<file path="src/rtl/prog_delay_buf_pkg.sv">
// Shared types and helpers for the programmable delay line.
// FILL/RUN state encoding, constant clog2, delay clamp.
package prog_delay_buf_pkg;

  typedef enum logic {
    FILL = 1'b0,
    RUN  = 1'b1
  } state_t;

  function automatic int clog2(input int v);
    int r;
    r = 0;
    while ((1 << r) < v) r++;
    return r;
  endfunction

  // Requested delays outside 1..max are pinned to the nearest legal value
  function automatic int dly_clamp(input int d, input int max);
    if (d < 1) return 1;
    if (d > max) return max;
    return d;
  endfunction

endpackage

</file>
<file path="src/rtl/prog_delay_buf_mem.sv">
// Simple dual-port storage: synchronous write, combinational read.
// Read-before-write on the same edge falls out of the async read.
module prog_delay_buf_mem #(
  parameter int W     = 9,
  parameter int DEPTH = 128,
  parameter int AW    = 7
) (
  input  logic          clk,
  input  logic          we,
  input  logic [AW-1:0] waddr,
  input  logic [W-1:0]  wdata,
  input  logic [AW-1:0] raddr,
  output logic [W-1:0]  rdata
);

  logic [W-1:0] mem [DEPTH];

  always_ff @(posedge clk)
    if (we) mem[waddr] <= wdata;

  assign rdata = mem[raddr];

endmodule

</file>
<file path="src/rtl/prog_delay_buf.sv">
// Runtime-programmable delay line over a circular buffer with fill tracking.
// Optional synchronous flush port clr when DELAY_BUF_CLR_EN is defined.
module prog_delay_buf
  import prog_delay_buf_pkg::*;
#(
  parameter int DW        = 8,
  parameter int MAX_DEPTH = 128,
  parameter int DEF_DELAY = 8,
  localparam int AW       = clog2(MAX_DEPTH),
  localparam int DLW      = AW + 1
) (
  input  logic           clk,
  input  logic           rst,
  input  logic           en,
  input  logic           dly_ld,
  input  logic [DLW-1:0] dly_i,
  input  logic [DW-1:0]  din,
  input  logic           din_vld,
`ifdef DELAY_BUF_CLR_EN
  input  logic           clr,
`endif
  output logic [DW-1:0]  dout,
  output logic           dout_vld,
  output logic           primed
);

  state_t         st, st_nxt, st_base;
  logic [AW-1:0]  wp, rd_addr;
  logic [DLW-1:0] dly_r, dly_nxt, cnt, cnt_nxt, cnt_base;
  logic [DW:0]    rd_data, pipe, out_q, out_nxt;
  logic           we;

  // A load takes effect on its own edge, so everything below uses dly_nxt
  assign dly_nxt = dly_ld ? DLW'(dly_clamp(int'(dly_i), MAX_DEPTH)) : dly_r;
  assign rd_addr = wp - AW'(dly_nxt - DLW'(1));
  assign pipe    = (dly_nxt == DLW'(1)) ? {din_vld, din} : rd_data;

  prog_delay_buf_mem #(.W(DW + 1), .DEPTH(MAX_DEPTH), .AW(AW)) u_mem (
    .clk   (clk),
    .we    (we),
    .waddr (wp),
    .wdata ({din_vld, din}),
    .raddr (rd_addr),
    .rdata (rd_data)
  );

  always_comb begin
    st_base  = dly_ld ? FILL : st;
    cnt_base = dly_ld ? '0 : cnt;
    st_nxt   = st_base;
    cnt_nxt  = cnt_base;
    out_nxt  = out_q;
    we       = 1'b0;
    if (en) begin
      we = 1'b1;
      if (st_base == RUN || cnt_base == dly_nxt - DLW'(1)) begin
        out_nxt = pipe;
        st_nxt  = RUN;
      end else begin
        out_nxt = '0;
        cnt_nxt = cnt_base + DLW'(1);
      end
    end
`ifdef DELAY_BUF_CLR_EN
    if (clr) begin
      st_nxt  = FILL;
      cnt_nxt = '0;
      out_nxt = '0;
      we      = 1'b0;
    end
`endif
  end

  always_ff @(posedge clk or posedge rst) begin
    if (rst) begin
      st    <= FILL;
      cnt   <= '0;
      wp    <= '0;
      dly_r <= DLW'(DEF_DELAY);
      out_q <= '0;
    end else begin
      st    <= st_nxt;
      cnt   <= cnt_nxt;
      dly_r <= dly_nxt;
      out_q <= out_nxt;
      if (we) wp <= wp + AW'(1);
    end
  end

  assign {dout_vld, dout} = out_q;
  assign primed           = (st == RUN);

endmodule

</file>
<file path="config.mk">
export PLATFORM = sky130hd
export DESIGN_NAME = prog_delay_buf
export DESIGN_NICKNAME = d
export VERILOG_FILES = /design/src/rtl/prog_delay_buf_pkg.sv /design/src/rtl/prog_delay_buf_mem.sv /design/src/rtl/prog_delay_buf.sv
export SDC_FILE = /design/constraint.sdc
export NUM_CORES = 1
export LEC_CHECK = 0
export ABC_CLOCK_PERIOD_IN_PS = 4900
export CORE_MARGIN = 2
export CORE_UTILIZATION = 40
export DETAILED_ROUTE_END_ITERATION = 10
export GPL_TIMING_DRIVEN = 0
export SYNTH_ARGS = -nofsm -noshare
export SYNTH_HDL_FRONTEND = slang
export SYNTH_SLANG_ARGS = --single-unit
</file>
<file path="constraint.sdc">
create_clock -name clk -period 4.9 [get_ports clk]
set_input_delay 0.98 -clock clk [delete_from_list [all_inputs] [get_ports clk]]
set_output_delay 0.98 -clock clk [all_outputs]
set_load 0.03 [all_outputs]
</file>
==> impl_metrics.toml <==
[synthesis]
yosysSeqAreaShare_pct = 75.25
synthXorXnorAreaFrac_pct = 0.4944
synth.distinct_cells = 63
syn-num-nets = 2556
synth_top_family_by_area = "multiplexers"
synth-main-ff-cell = "edfxtp_1"
ys_async_sr_fraction_pct = 2.785
synth-adder-area-share_pct = 0.3083
yosysWarningCount = 0
syn_avg_cell_area_um2 = 18.65
synthSimpleGateAreaFrac_pct = 6.398
netlist_instances = 2524
synth_top_area_share_pct = 73.49
synth_compound_area_share_pct = 2.291
yosys-top-cells-area = "edfxtp_1 73%, mux4_2 14%, nand2_1 3.2%"
synth_area_um2 = 47070
ys_ff_latch = 1185
yosys-mux-area-fraction_pct = 13.85
synth_edf_count = 1152
yosysTopAreaCell = "edfxtp_1"

[sta]
report.final.slew_viol_count = 0
fmax_mhz = 205.1
layout_min_cycle_time_ns = 4.875
slew_headroom_pct = 7.090
finalHoldViolCount = 0
worst_pin_slew_ns = 1.394
finalSetupViolCount = 0
clock_skew_ns = 0.03721
finalCritPeriodShare_pct = 99.49

[placement]
dp_hpwl_um = 79600
dp_cells = 4093
gp_congestion = 0.8682
io_buffers = 28

[run]
maxCapViolCount = 0

[worst_setup_path]
crit_path_max_fanout = 10
crit_path_end_kind = "flop"
cp-start-kind = "input pin"
arrival_ns = 5.42
crit_type = "input pin to flop"
worstRegToRegCells = 16
critPathRequiredTime_ns = 5.44

[floorplanning]
fp.dieH_um = 347.0
initial_core_util_pct = 40.40
io_pins = 31
die_w_um = 347.0
die-area_um2 = 120400
coreArea_um2 = 116500
rows = 125

[power_and_ir_drop]
p_int_uw = 22880
leakagePower_uw = 0.01753
comb_power_share_pct = 45.7
power_per_cell_area_nw_per_um2 = 690.3
pwr-share-clk_pct = 23.9
seqPwrFrac_pct = 30.5
p_sw_share_pct = 39.00
netSwitchingPower_uw = 14630
ir_worst_vdd_v = 0.0003890
power_uw = 37510

[layout]
layout_common_cells = "1152 x edfxtp_1, 392 x nand2_1, 288 x mux4_2"
drive_above_1_share_pct = 24.45
fin_util_pct = 46.64
finalNetCount = 2750
multi_input_area_um2 = 11340
syn2layout_area_growth_pct = 15.45
final_common_cell = "edfxtp_1"
fill_cells = 9612
antennaDiodeCount = 0
seq_area_um2 = 35420
final_cells = 4338

[clock_network]
cts.sinks = 1185
cts.htree.levels = 3
cts_made_buffers = 116
cts_tree = "built"
cts_hold_buf = 0
clock_latency_ns = 0.71
clk_pin_slew_ns = 0.06
cts_root_buf = "clkbuf_16"
clockBufferDepth = 3

[global_route]
grt.total_usage_pct = 20.35
grt_pass1_vias = 25350
antenna_found_initial = 1
grt_pass1_wl_um = 177200
grt_overflow = 0
grt_max_degree = 94

[detailed_routing]
wl_um = 123000
ant_nets = 0
vias_per_cell = 5.749
first_pass_iters = 5
drt-wirelength-per-cell_um = 28.34
num_vias = 24940
route.detailed.drc = 0
drt_iter0_drc = 3274

[hold_path]
hold_path_class = "flop to flop"
hold-path-cell-count = 1

[status]
status = "finished clean"
==> registers in the layout (all words and copies together) (netlist names) <==
name and cells:
wp 7, cnt 8, out_q 9, primed 1, dly_r 8, u_mem.mem 1152
==> cell usage after synthesis (all sizes together) (3+ instances only) <==
library cell and n:
edfxtp 1152, nand2 396, mux4 288, nor2 145, clkbuf 103, nand3 86
o211ai 71, buf 36, dfrtp 32, inv 25, xnor2 19, o32ai 17
nand4 16, nor2b 14, nor3 13, ha 10, a21oi 9, nand2b 8
a31oi 5, and2 5, o22ai 5, xor2 5, a211oi 4, o21ai 4
or4 4, a22oi 3, and3 3, mux2 3, o211a 3, o21a 3
o31ai 3, or2 3, or3 3
==> logic make-up (layout without fill, tap and decap cells) <==
group | after synthesis | in the layout
buf+inv | 164 | 454
simple gates | 708 | 708
mux | 291 | 291
compound gates | 140 | 140
flops | 1185 | 1185
fa+ha+maj | 11 | 11
xor+xnor | 25 | 25
==> final timing paths <==
check	startpoint	end	slack, ns
hold / removal	dly_r[7]$_DFF_PP0_	dly_r[7]$_DFF_PP0_	0.57
hold reg to reg	dly_r[7]$_DFF_PP0_	dly_r[7]$_DFF_PP0_	0.57
setup reg to reg	dly_r[0]$_DFF_PP0_	out_q[0]$_DFFE_PP0P_	0.53
setup / recovery	dly_i[5]	out_q[0]$_DFFE_PP0P_	0.02
min in group asynchronous	rst	dly_r[5]$_DFF_PP0_	0.76
max in group asynchronous	rst	wp[2]$_DFFE_PP0P_	3.58
==> per-layer routing <==
metal	vias up	wire, um	track usage (%)	part of all wire [%]
met1	13120	51510	28.95	42
li1	10480	-	-	-
met5	-	0	0	0
met3	238	9600	3.788	7.8
met4	0	4850	7.542	3.9
met2	1105	57000	31.41	46
==> critical path: stages <==
cell	delay (ns)
clkdlybuf4s50_1	0.51
nor2_1	0.05
and4_1	0.22
or2_4	0.27
inv_2	0.11
ha_2	0.34
fa_2	0.65
buf_12	0.14
clkbuf_4	0.27
clkbuf_8	0.27
mux4_2	0.39
nand2_1	0.10
nand2_1	0.07
o211ai_1	0.41
nand4_1	0.23
o22ai_2	0.26
o32ai_1	0.12
==> area by class of cell <==
cell class / instances / share of cell area [%]
Multi-Input combinational cell: 1175 / 20.87
Tap cell: 1524 / 3.509
Timing Repair Buffer: 78 / 1.600
Clock inverter: 82 / 1.517
Clock buffer: 132 / 5.491
Buffer: 137 / 1.658
Sequential cell: 1185 / 65.18
Inverter: 25 / 0.1727
==> stage by stage <==
step	hold slack (ns)	area [um2]	TNS (ns)	setup WS, ns
floorplan	0.5192	47070	0	0.1544
global placement	0.5433	49260	-1107.88	-2.684
detailed placement	0.5533	49620	-23.85	-2.721
CTS	0.5680	54100	-0.03016	-0.01913
global route	0.5998	54340	-0.1171	-0.04071
finish	0.5709	54340	0	0.02482
==> power by group through the flow <==
stage / combinational (uW) / sequential, uW / clock, uW
after detailed placement: 15200 / 11600 / 0
final: 17100 / 11400 / 8950
after global routing: 18000 / 11400 / 9450
after CTS: 16500 / 11400 / 9070
after floorplan: 9200 / 11600 / 0
after global placement: 15000 / 11700 / 0
==> repair_timing <==
action,in CTS,in global routing
setup buffers,14,18
pin swaps,14,21
gates cloned,1,0
gates resized for setup,163,59
endpoints found under the setup margin,9,9
(Power assumes the default switching activity.)
